===== src/rtl/ps2_keycode_rx.sv =====
// PS/2 keyboard receiver: line filtering, 11-bit frame checking, E0/F0 prefix folding,
// and a first-word-fall-through event FIFO with saturating error counters.
module ps2_keycode_rx #(
  parameter int CLK_FREQ        = 36_000_000,
  parameter int DEBOUNCE_CYCLES = 8,
  parameter int TIMEOUT_US      = 2000,
  parameter int FIFO_DEPTH      = 8,
  parameter int ERR_CNT_WIDTH   = 8
) (
  input  logic                         clk,
  input  logic                         rst,
  input  logic                         ps2_clk,
  input  logic                         ps2_data,
  output logic                         evt_valid,
  input  logic                         evt_ready,
  output logic [7:0]                   evt_code,
  output logic                         evt_ext,
  output logic                         evt_brk,
  output logic [7:0]                   raw_code,
  output logic                         raw_new,
  output logic [ERR_CNT_WIDTH-1:0]     parity_err_cnt,
  output logic [ERR_CNT_WIDTH-1:0]     frame_err_cnt,
  output logic                         overflow,
  output logic [$clog2(FIFO_DEPTH):0]  fifo_level,
  input  logic                         clr_err
);

  localparam int TIMEOUT_CYCLES = CLK_FREQ / 1_000_000 * TIMEOUT_US;
  localparam int TO_W = $clog2(TIMEOUT_CYCLES + 1);
  localparam int DB_W = $clog2(DEBOUNCE_CYCLES + 1);
  localparam int AW   = $clog2(FIFO_DEPTH);

  function automatic logic [ERR_CNT_WIDTH-1:0] sat_inc(input logic [ERR_CNT_WIDTH-1:0] c);
    return (&c) ? c : c + 1'b1;
  endfunction

  // index 0 = ps2_clk, index 1 = ps2_data
  logic [1:0]      pin_s0, pin_s1, filt;
  logic [DB_W-1:0] db_cnt [2];
  logic            clk_prev;
  logic            fall;

  logic [3:0]      bit_cnt;
  logic [7:0]      shreg;
  logic            par;
  logic [TO_W-1:0] to_cnt;
  logic            ext_pend, brk_pend;
  logic            push_vld;
  logic [9:0]      push_data;

  logic start_err, stop_chk, par_bad, stop_bad, good, timeout, fe_inc, pe_inc;

  // Stage: synchroniser and debounce
  always_ff @(posedge clk or negedge rst) begin
    if (!rst) begin
      pin_s0    <= '1;
      pin_s1    <= '1;
      filt      <= '1;
      db_cnt[0] <= '0;
      db_cnt[1] <= '0;
      clk_prev  <= 1'b1;
    end else begin
      pin_s0   <= {ps2_data, ps2_clk};
      pin_s1   <= pin_s0;
      clk_prev <= filt[0];
      for (int i = 0; i < 2; i++) begin
        if (pin_s1[i] != filt[i]) begin
          if (db_cnt[i] == DB_W'(DEBOUNCE_CYCLES - 1)) begin
            filt[i]   <= pin_s1[i];
            db_cnt[i] <= '0;
          end else begin
            db_cnt[i] <= db_cnt[i] + 1'b1;
          end
        end else begin
          db_cnt[i] <= '0;
        end
      end
    end
  end

  always_comb begin
    fall      = clk_prev & ~filt[0];
    start_err = fall && (bit_cnt == 4'd0) && filt[1];
    stop_chk  = fall && (bit_cnt == 4'd10);
    par_bad   = stop_chk && !par;
    stop_bad  = stop_chk && par && !filt[1];
    good      = stop_chk && par && filt[1];
    timeout   = !fall && (bit_cnt != 4'd0) && (to_cnt == TO_W'(TIMEOUT_CYCLES - 1));
    fe_inc    = start_err | stop_bad | timeout;
    pe_inc    = par_bad;
  end

  // Stage: frame reception and prefix decode (results visible in D+1)
  always_ff @(posedge clk or negedge rst) begin
    if (!rst) begin
      bit_cnt        <= '0;
      shreg          <= '0;
      par            <= 1'b0;
      to_cnt         <= '0;
      raw_code       <= '0;
      raw_new        <= 1'b0;
      ext_pend       <= 1'b0;
      brk_pend       <= 1'b0;
      push_vld       <= 1'b0;
      push_data      <= '0;
      parity_err_cnt <= '0;
      frame_err_cnt  <= '0;
    end else begin
      raw_new  <= 1'b0;
      push_vld <= 1'b0;

      if (fall) begin
        to_cnt <= '0;
        if (bit_cnt == 4'd0) begin
          par <= 1'b0;
          if (!filt[1]) bit_cnt <= 4'd1;
        end else if (bit_cnt == 4'd10) begin
          bit_cnt <= 4'd0;
        end else begin
          bit_cnt <= bit_cnt + 4'd1;
          par     <= par ^ filt[1];
          if (bit_cnt <= 4'd8) shreg <= {filt[1], shreg[7:1]};
        end
      end else if (bit_cnt != 4'd0) begin
        if (timeout) begin
          bit_cnt <= 4'd0;
          to_cnt  <= '0;
        end else begin
          to_cnt <= to_cnt + 1'b1;
        end
      end else begin
        to_cnt <= '0;
      end

      if (good) begin
        raw_new  <= 1'b1;
        raw_code <= shreg;
        if (shreg == 8'hE0) begin
          ext_pend <= 1'b1;
        end else if (shreg == 8'hF0) begin
          brk_pend <= 1'b1;
        end else begin
          push_vld  <= 1'b1;
          push_data <= {ext_pend, brk_pend, shreg};
          ext_pend  <= 1'b0;
          brk_pend  <= 1'b0;
        end
      end

      if (fe_inc | pe_inc) begin
        ext_pend <= 1'b0;
        brk_pend <= 1'b0;
      end

      if (clr_err)     parity_err_cnt <= '0;
      else if (pe_inc) parity_err_cnt <= sat_inc(parity_err_cnt);
      if (clr_err)     frame_err_cnt  <= '0;
      else if (fe_inc) frame_err_cnt  <= sat_inc(frame_err_cnt);
    end
  end

  logic [9:0] mem [FIFO_DEPTH];
  logic [AW:0] wr_ptr, rd_ptr;
  logic [9:0]  head;
  logic        full, pop, push_ok;

  always_comb begin
    fifo_level = wr_ptr - rd_ptr;
    full       = (fifo_level == (AW+1)'(FIFO_DEPTH));
    evt_valid  = (fifo_level != '0);
    pop        = evt_valid & evt_ready;
    push_ok    = push_vld & (~full | pop);
    head       = mem[rd_ptr[AW-1:0]];
    evt_code   = evt_valid ? head[7:0] : 8'h00;
    evt_brk    = evt_valid & head[8];
    evt_ext    = evt_valid & head[9];
  end

  // Stage: event FIFO (write at end of D+1)
  always_ff @(posedge clk or negedge rst) begin
    if (!rst) begin
      wr_ptr   <= '0;
      rd_ptr   <= '0;
      overflow <= 1'b0;
    end else begin
      if (push_ok) wr_ptr <= wr_ptr + 1'b1;
      if (pop)     rd_ptr <= rd_ptr + 1'b1;
      if (clr_err)                         overflow <= 1'b0;
      else if (push_vld && full && !pop)   overflow <= 1'b1;
    end
  end

  always_ff @(posedge clk) begin
    if (push_ok) mem[wr_ptr[AW-1:0]] <= push_data;
  end

endmodule


===== config.mk =====
export PLATFORM = sky130hd
export DESIGN_NAME = ps2_keycode_rx
export DESIGN_NICKNAME = d
export VERILOG_FILES = /design/src/rtl/ps2_keycode_rx.sv
export SDC_FILE = /design/constraint.sdc
export NUM_CORES = 1
export LEC_CHECK = 0
export CAP_MARGIN = 20
export CORE_UTILIZATION = 61
export CTS_CLUSTER_DIAMETER = 120
export DETAILED_ROUTE_END_ITERATION = 16
export PLACE_DENSITY = 0.82
export SETUP_SLACK_MARGIN = 0.1
export SLEW_MARGIN = 20
export SYNTH_ARGS = -nofsm -noshare
export SYNTH_HDL_FRONTEND = slang
export SYNTH_SLANG_ARGS = --single-unit

===== constraint.sdc =====
create_clock -name clk -period 6.3 [get_ports clk]
set_input_delay 1.89 -clock clk [delete_from_list [all_inputs] [get_ports clk]]
set_output_delay 1.89 -clock clk [all_outputs]
set_load 0.01 [all_outputs]

Word level (Yosys, flattened, before mapping)
Memories as Yosys holds them, arrays and structs flattened.
Index checks and enable logic that the tools add are counted.
Widths: inputs -> output; s select.
{"block": "op_classes", "order_cmp": 1, "n_addsub": 9, "mux": 38, "n_eq_ne": 15, "n_reduce_logical": 36, "n_bitwise": 16}
{"operator": "$mux 8", "count": 7}
{"operator": "$mux 17", "count": 3}
{"operator": "$mux 4", "count": 10}
{"operator": "$add 4x1->4 const B", "count": 5}
{"operator": "$mux 1", "count": 18}
{"operator": "$add 17x1->17 const B", "count": 1}
{"operator": "$eq 17x17->1 const B", "count": 1}
{"operator": "$add 8x1->8 const B", "count": 2}
{"operator": "$eq 8x8->1 const B", "count": 2}
{"operator": "$reduce_and 8->1", "count": 2}
{"operator": "$reduce_and 2->1", "count": 7}
{"operator": "$reduce_bool 2->1", "count": 6}
{"operator": "$logic_and 1x1->1", "count": 11}
{"operator": "$eq 4x3->1 const B", "count": 2}
{"operator": "$eq 4x4->1 const B", "count": 2}
{"operator": "$reduce_bool 4->1", "count": 2}
{"operator": "$ne 2x2->1 const B", "count": 3}
{"operator": "$not 1->1", "count": 6}
{"operator": "$reduce_and 3->1", "count": 2}
{"operator": "$and 1x1->1", "count": 5}
{"operator": "$le 4x4->1 const B", "count": 1}
{"operator": "$logic_not 1->1", "count": 4}
{"operator": "$logic_not 4->1", "count": 1}
{"operator": "$or 1x1->1", "count": 4}
{"operator": "other kinds (7)", "count": 8}
{"block": "word_totals", "memories": 1, "ram_bits": 80, "ff_bits": 92, "output_inout_bits": 41}
{"name": "mem", "words": 8, "word_bits": 10, "read_ports": 1, "rd_ports_with_merged_regs": 0, "write_ports": 1, "line_no": "162", "rtl": "logic [9:0] mem [FIFO_DEPTH];"}

Longest topological paths before layout
Gate-level depths: netlist (run 1).
{"block": "logic_depth", "depth_word": 10, "depth_mapped": 9, "ltp_nobuf": 9}

Worst setup path before layout (run 1)
Ideal clock, no wire load.
{"block": "synth_path", "path_kind": "register -> output", "start": "reg rd_ptr[1]", "end": "out evt_valid", "slack_ns": 2.038, "stages_incl_launch_ff": 8, "path_buffers": 2, "arrival_ns": 2.372, "cell_sequence": "dfrtp_1 > clkbuf_1 > inv_1 > fa_1 > xor2_1 > nor4_1 > clkbuf_1 > inv_1"}
{"block": "synth_between", "elab_chain_len": 2}
{"element": "start: declaration", "line_no": "163", "rtl": "logic [AW:0] wr_ptr, rd_ptr;"}
{"element": "start signal: assignment", "line_no": "187", "rtl": "if (pop) rd_ptr <= rd_ptr + 1'b1;"}
{"element": "$sub 4x4->4", "line_no": "168", "rtl": "fifo_level = wr_ptr - rd_ptr;"}
{"element": "net fifo_level[2]", "line_no": "24", "rtl": "output logic [$clog2(FIFO_DEPTH):0] fifo_level,"}
{"element": "$reduce_bool 4->1", "line_no": "170", "rtl": "evt_valid = (fifo_level != '0);"}
{"element": "end: declaration", "line_no": "14", "rtl": "output logic evt_valid,"}
The timed path passes the listed nets, and every way through them passes these cells.

Worst setup path after layout (run 1)
{"block": "layout_path", "start": "reg rd_ptr[0]", "end": "out evt_code[1]"}
{"block": "layout_between", "elab_chain_len": 3, "word_cells_on_any_way": 4}
{"element": "$sub 4x4->4", "line_no": "168"}
{"element": "$reduce_bool 4->1", "line_no": "170"}
{"element": "$mux 8 (*)", "line_no": "174", "rtl": "evt_code = evt_valid ? head[7:0] : 8'h00;"}
{"element": "end: declaration", "line_no": "16", "rtl": "output logic [7:0] evt_code,"}
Mark *: on every way between the ends. The rest lies on a longest branch, timed or not.

==> impl_results.md, run 1 <==
- Status: finished, violations left
- Failing checks: DRC
- Syn_nets: 589
- FFs w/ async S/R, synth: a little over half
- Leak pwr: about 3.4 nW
- Maxcap violations: 0
- First-pass GRT wire length: approximately 24,000 µm
- Initial core utilization: a little under two thirds
- Adder-cell share of the synthesized area: between 1.5 and 2%
- Initial antenna violation count: 0
- Post-DP HPWL: roughly 9100 µm
- Fin Clk Skew: 10.2 ps
- Hold Vio Cnt, Final: 0
- # DRC: 3
- Worst R2R Start: rd_ptr[0]
- Ratio of cells with drive above 1 in the final layout: 13.4%
- Worst Hold Launch: pin_s0[0]
- Root Buffer: clkbuf_16
- Remaining antenna violation count: 0
- CP arrival: ~3200 ps
- GR Util All Layers: approximately 25%
- Multiplexer share of the synthesized area: under 10%
- Net Sw Frac: 30.8%
- CTS tree: yes
- Hold Path End: pin_s1[0]
- Tightest Pin Transition: 1030 ps
- Largest family of logic cells by synthesized area: simple AND/OR/NAND/NOR gates
- Yosys Warn Count: 0
- Final Cycle Share: 81.5%
- PostCTS Resize Cnt: 0
- Setup crit start kind: flop
- Synth Cell Area: ~0.0074 mm²
- Compound-Gate Fraction of Synth Area: approximately 5.6%
- Max Freq: ~0.19 GHz
- Row count: 39
- GR Overflow Total: 0
- Routed WL: 14,100 µm
- Num CTS Buffers: 17
- Setup TNS: 0 ps
- Worst Setup Slack, final: between 1000 and 1500 ps
- Clock Power Share: 34.5%
- Post-Place Worst Slack: around 1600 ps
- Critical path class: reg2out
- Worst EP required: ~4400 ps
- Post-synth EDFFs: 80
- Post-synthesis simple-gate area fraction: between 10 and 15%
- Min-Delay Path Depth: 0
- Syn_area_per_cell: ~13 µm²
- Pwr/cell area: 345 mW/mm²
- Final Setup Violations: 0
- Drt wl/cell: roughly 18 µm
- Die area: about 0.013 mm²
- Num Clock Sinks: approximately 170
- Slack of the worst reg-to-reg path: approximately 2800 ps
- Vias: 4,686
- Tightest Hold Check Type: reg2reg
- R2R cell count: 9
- ANT cells: 0
- Longest Clk Path Bufs: 2
- Pin count of the biggest net entering global routing: 58
- Top FF cell, synth: dfrtp_1
- Combinational Power Share: between 20 and 25%
- Max VDD drop: about 0.23 mV
- First-pass DRT Iterations: 10
- Post-synthesis sequential area ratio: ~64%
- Hold buffer count at CTS: 0
- Die span in x: 112 µm
- Clk Latency, worst-skew pair: approximately 430 ps
- H-tree Lvls: 4
- RD Place Congestion: around 0.77
- Yosys reg bits: 172
- Min Clock Period, post-route: ~5100 ps
- CP endpoint kind: output port
- Netlist cell types: between 50 and 60
- RSZ-0062 raised after global routing: no
- Slew headroom: 31.2%
- Synth-to-layout area growth: 16.1%
- Nets: approximately 640
- # fillers: ~730
- Worst r2r dst: mem[0][5]
- Switching power total: a little over 0.9 mW
- Setup Buffers After CTS: 0
- Port-buffer cells: 46
- Internal: 2.05 mW
- Initial drt markers: approximately 350
- Cell count after synthesis: between 500 and 600
- I/O pins: between 40 and 50
- Die H: 112 µm
- Seq pwr share: between 40% and 50%
- Core Region: 0.0116 mm²
- Vias per cell: 6.02
- Max-slew violations: 0
- Xor and xnor fraction of the mapped netlist area: under 10%
- Crit-path max FO: 24
- Clock transition at path regs: about 70 ps
- Vias in the first global route: around 4,800
[critical path, stage by stage, from the launching register on]
cell             delay [ps]
dfrtp_1                 320
buf_4                   390
ha_1                    250
inv_1                    60
fa_1                    380
xor2_1                  390
nor4_2                  110
buf_4                   200
a21oi_1                 140
clkdlybuf4s50_1         570
[worst max-delay path by stage]
stage	depth (start not counted)	end	slack (ps)	startpoint
after floorplan	7	evt_valid	2040	rd_ptr[1]
after global placement	9	evt_code[1]	1740	rd_ptr[0]
after detailed placement	9	evt_code[5]	1620	rd_ptr[0]
after CTS	9	evt_code[1]	1150	rd_ptr[0]
after global routing	8	evt_code[1]	920	rd_ptr[2]
final	9	evt_code[1]	1170	rd_ptr[0]
[power groups by stage]
stage	Clock, mW	Sequential [mW]	Combinational [mW]
after floorplan	0	1.28	0.442
after global placement	0	1.30	0.630
after detailed placement	0	1.31	0.651
after CTS	1.04	1.29	0.658
after global routing	1.09	1.30	0.716
final	1.02	1.29	0.652
[cell type report]
cell class	count	area [µm²]	share of cell area [%]
flip-flops and latches	172	4710	54.9
multi-input cells	364	2540	29.6
repair buffers	52	503	5.85
clock buffers	17	425	4.95
well taps	143	179	2.08
clock inverters	15	169	1.97
inverters	15	56.3	0.655
[cell usage in the layout (no fill, tap or decap), types with 11 or more instances in the layout]
| master | instances |
|---|---|
| mux4_2 | 20 |
| clkbuf_16 | 17 |
| xor2_1 | 15 |
| a21oi_1 | 30 |
| nand3_1 | 22 |
| nor3_1 | 13 |
| xnor2_1 | 17 |
| dfrtp_1 | 85 |
| mux2_2 | 11 |
| nand2_1 | 81 |
| edfxtp_1 | 80 |
| nor2_1 | 46 |
| inv_1 | 13 |
| clkdlybuf4s50_1 | 45 |
[flip-flops by register name, indices dropped and copies added (netlist names)]
signal,cells
mem,80
to_cnt,17
push_data,10
db_cnt,8
frame_err_cnt,8
parity_err_cnt,8
raw_code,8
shreg,8
bit_cnt,4
rd_ptr,4
wr_ptr,4
filt,2
pin_s0,2
pin_s1,2
brk_pend,1
clk_prev,1
ext_pend,1
overflow,1
par,1
push_vld,1
raw_new,1
[routing by layer]
layer  GRT usage [%]  routed length (µm)  vias to the layer above
met5               0                   0                        -
met4            11.8                 281                        0
met3            5.83                 622                       23
met2            41.1                7360                      125
met1            31.9                5820                     2346
li1                -                   -                     2192
[synth_stat cells (3+ instances only)]
library cell / n / share of area [%]
nand2_1: 81 / 4.1
o21ai_1: 4 / 0.27
or4_1: 6 / 0.61
mux2_2: 11 / 1.7
nand2b_1: 8 / 0.68
buf_1: 3 / 0.15
edfxtp_1: 80 / 32
xor2_1: 15 / 1.8
a21oi_1: 30 / 2.0
and3_1: 6 / 0.51
ha_1: 10 / 1.7
and2_1: 3 / 0.25
nor3_1: 13 / 0.88
nand3b_1: 3 / 0.30
nand4_1: 5 / 0.42
nor2_1: 46 / 2.3
nand3_1: 22 / 1.5
o31ai_1: 5 / 0.51
nor4_1: 3 / 0.25
dfstp_2: 7 / 2.5
nor2b_1: 5 / 0.42
clkbuf_1: 15 / 0.76
a22o_1: 4 / 0.47
nand4b_1: 3 / 0.36
xnor2_1: 17 / 2.0
dfrtp_1: 85 / 29
or3_1: 5 / 0.42
a22oi_1: 3 / 0.30
inv_1: 13 / 0.66
o21ai_0: 8 / 0.54
o2111ai_1: 3 / 0.36
mux4_2: 20 / 6.1
[cell families after synthesis]
kind of cell | count (synthesis)
AO/OA/AOI/OAI | 66
XOR/XNOR | 32
flip-flops | 172
AND/OR/NAND/NOR | 221
buffers and inverters | 36
adder cells (fa/ha/maj) | 11
multiplexers | 34
[metrics by stage]
stage / instances / total power, mW / area, µm² / hold slack (ps) / util [%]
finish: 778 / 2.97 / 8590 / 360 / 74.0
floorplan: 572 / 1.72 / 7400 / 345 / -
global placement: 746 / 1.93 / 8000 / 346 / 68.9
global route: 778 / 3.10 / 8590 / 363 / 74.0
CTS: 778 / 2.99 / 8590 / 361 / 74.0
detailed placement: 746 / 1.96 / 8000 / 351 / 68.9
Note: power is estimated with default switching activity, not from simulation.
==> run 2, diff against run 1 <==
--- a/config.mk
+++ b/config.mk
@@ -6,10 +6,10 @@
 export NUM_CORES = 1
 export LEC_CHECK = 0
 export CAP_MARGIN = 20
-export CORE_UTILIZATION = 61
+export CORE_UTILIZATION = 59
 export CTS_CLUSTER_DIAMETER = 120
 export DETAILED_ROUTE_END_ITERATION = 16
-export PLACE_DENSITY = 0.82
+export PLACE_DENSITY = 0.79
 export SETUP_SLACK_MARGIN = 0.1
 export SLEW_MARGIN = 20
 export SYNTH_ARGS = -nofsm -noshare
==> constraint.sdc (replaced) <==
create_clock -name clk -period 5.3 [get_ports clk]
set_input_delay 1.59 -clock clk [delete_from_list [all_inputs] [get_ports clk]]
set_output_delay 1.59 -clock clk [all_outputs]
set_load 0.01 [all_outputs]
==> run 2 against run 1 <==
Compared with the run above: the run now ends clean; count of clock-buffer cells in the layout is 2 higher; critical path depth is 1 lower; sequential power is 19% higher; largest power group unchanged; first-iteration DRC count fell by 9.7%.
==> impl_results.md, run 2 (synthesis results as in run 1) <==
- Vias per cell: 5.83 (-3.2%)
- Vias: 4,698 (+0.26%)
- Setup crit start kind: flop
- Initial drt markers: 318 (-9.7%)
- Slack of the worst reg-to-reg path: 1950 ps (-820 ps)
- Die area: 0.0130 mm² (+3.3%)
- Critical path class: reg2out
- Nets: 642 (+0.47%)
- Setup Buffers After CTS: 0 (unchanged)
- Final Power: 3.51 mW (+18%)
- Placed cell count: 774 (+3.8%)
- Synth-to-layout area growth: 16.8%
- I/O pins: 47 (unchanged)
- ANT cells: 0 (unchanged)
- Root Buffer: clkbuf_16
- CP max stage cell: clkdlybuf4s50_1
- PostCTS Resize Cnt: 0 (unchanged)
- Crit path from: rd_ptr[1]
- Num Clock Sinks: 172 (unchanged)
- Routed WL: 14,000 µm (-0.57%)
- Most frequent cells in the layout: 85 x dfrtp_1, 81 x nand2_1, 80 x edfxtp_1, 46 x nor2_1, 45 x clkdlybuf4s50_1
- RD Place Congestion: 0.779 (+0.59%)
- Hold buffer count at CTS: 0 (unchanged)
- Remaining antenna violation count: 0 (unchanged)
- Layout Cells excl Fill: 806 (+3.6%)
- RSZ-0062 raised after global routing: no
- Status: complete, no violations
- Crit path cell chain: buf_4, inv_1, fa_1, xor2_1, nor4_2, buf_4, a21oi_1, clkdlybuf4s50_1
- Initial core utilization: 61.1% (-2.6 points)
- Die span in x: 114 µm (+1.7%)
- Slew headroom: 29.7% (-1.5 points)
- Pin count of the biggest net entering global routing: 72 (+24%)
- GR Overflow Total: 0 (unchanged)
- CP most frequent cell: buf_4
- Drt wl/cell: 17.4 µm (-4.0%)
- Setup TNS: 0 ps (unchanged)
- Min Clock Period, post-route: approximately 4600 ps
- H-tree Lvls: 4 (unchanged)
- Hold Vio Cnt, Final: 0 (unchanged)
- Initial antenna violation count: 0 (unchanged)
- Worst EP required: 3710 ps (-700 ps)
- Worst r2r dst: mem[0][1]
- CTS tree: yes
- CP arrival: 3040 ps (-200 ps)
- Final core occ: 71.3% (-2.6 points)
- Pwr/cell area: 406 mW/mm² (+18%)
- Row count: 40 (+2.6%)
- Tightest Pin Transition: 1050 ps (+22.6 ps)
- CP endpoint kind: output port
- Final Setup Violations: 0 (unchanged)
- Worst Setup Slack, final: 673 ps (-492 ps)
- Hold slack: 357 ps (-3.14 ps)
- Num CTS Buffers: 17 (unchanged)
- Crit path capture: evt_code[6]
- First-pass DRT Iterations: 5 (-5)
- Leak pwr: 3.41 nW (+0.23%)
- Vias in the first global route: 4,705 (-2.5%)
- R2R cell count: 8 (-1)
- Die H: 114 µm (+1.7%)
- Maxcap violations: 0 (unchanged)
- GR Util All Layers: 23.8% (-1.2 points)
- Worst R2R Start: rd_ptr[1]
- Max Freq: between 0.2 and 0.25 GHz
- Clk Latency, worst-skew pair: 420 ps (about the same)
- Longest Clk Path Bufs: 2 (unchanged)
- First-pass GRT wire length: 23,100 µm (-3.0%)
- Tightest Hold Check Type: reg2reg
- # DRC: 0 (-3)
- Max FFs per register: 80 (unchanged)
- CP max stage delay: 560 ps (about the same)
- Final Cycle Share: 87.3%
- Crit-path max FO: 24 (unchanged)
- Cell area after placement: 0.00805 mm² (+0.67%)
- Ratio of cells with drive above 1 in the final layout: 13.8% (+0.41 points)
- Commonest non-fill, non-tap cell in the layout: dfrtp_1
- # fillers: 819 (+12%)
- Core Region: 0.0121 mm² (+4.3%)
- Post-Place Worst Slack: 1120 ps (-507 ps)
- Fin Clk Skew: 5.71 ps (-4.46 ps)
- Post-DP HPWL: 8950 µm (-1.6%)
- Max-slew violations: 0 (unchanged)
- Clock transition at path regs: 60 ps (about the same)
- Max VDD drop: 0.277 mV (+20%)
- Port-buffer cells: 46 (unchanged)
- Final Instance Area: 0.00864 mm² (+0.57%)
[run 2: changes by cell type in the layout (fill, tap and decap cells not counted), sizes merged]
cell,before,now
inv,25,18
clkinvlp,2,4
buf,7,10
clkinv,3,5
clkbuf,17,19
bufinv,0,1
[run 2: worst max-delay path: cells and delay by family, from the launching register on]
family,cells,cell delay [ps]
buffers and inverters,4,1210
adders and majority gates,1,420
xor gates and xnor gates,1,370
DFF,1,330
AOI/OAI and AO/OA,1,160
and+or+nand+nor,1,110
[run 2: worst min-delay path by stage]
stage | startpoint | endpoint | slack [ps] | cells after the start
5_1_grt | pin_s0[1] | pin_s1[1] | 360 | 0
2_1_floorplan | pin_s0[0] | pin_s1[0] | 350 | 0
3_3_place_gp | pin_s0[0] | pin_s1[0] | 350 | 0
3_5_place_dp | pin_s0[1] | pin_s1[1] | 350 | 0
4_1_cts | pin_s0[1] | pin_s1[1] | 360 | 0
6_report | pin_s0[1] | pin_s1[1] | 360 | 0
[run 2: final cells by class]
cell class,count,area [µm²],share of cell area [%]
clock buffer,19,453,5.24
clock inverter,13,136,1.58
inverter,15,56.3,0.652
multi-input combinational,364,2540,29.5
sequential,172,4710,54.6
tap,168,210,2.43
timing repair buffer,55,526,6.08
[run 2: per-layer routing]
| layer | vias up | GRT usage (%) | routed length, µm |
|---|---|---|---|
| li1 | 2188 | - | - |
| met1 | 2361 | 29.3 | 5650 |
| met2 | 130 | 40.6 | 7410 |
| met3 | 19 | 5.31 | 701 |
| met4 | 0 | 10.6 | 240 |
| met5 | - | 0 | 0 |
[run 2: report_power, final]
| part | switching (mW) | internal [mW] | total, mW |
|---|---|---|---|
| clock | 0.519 | 0.683 | 1.20 |
| combinational | 0.419 | 0.357 | 0.776 |
| sequential | 0.0814 | 1.45 | 1.53 |
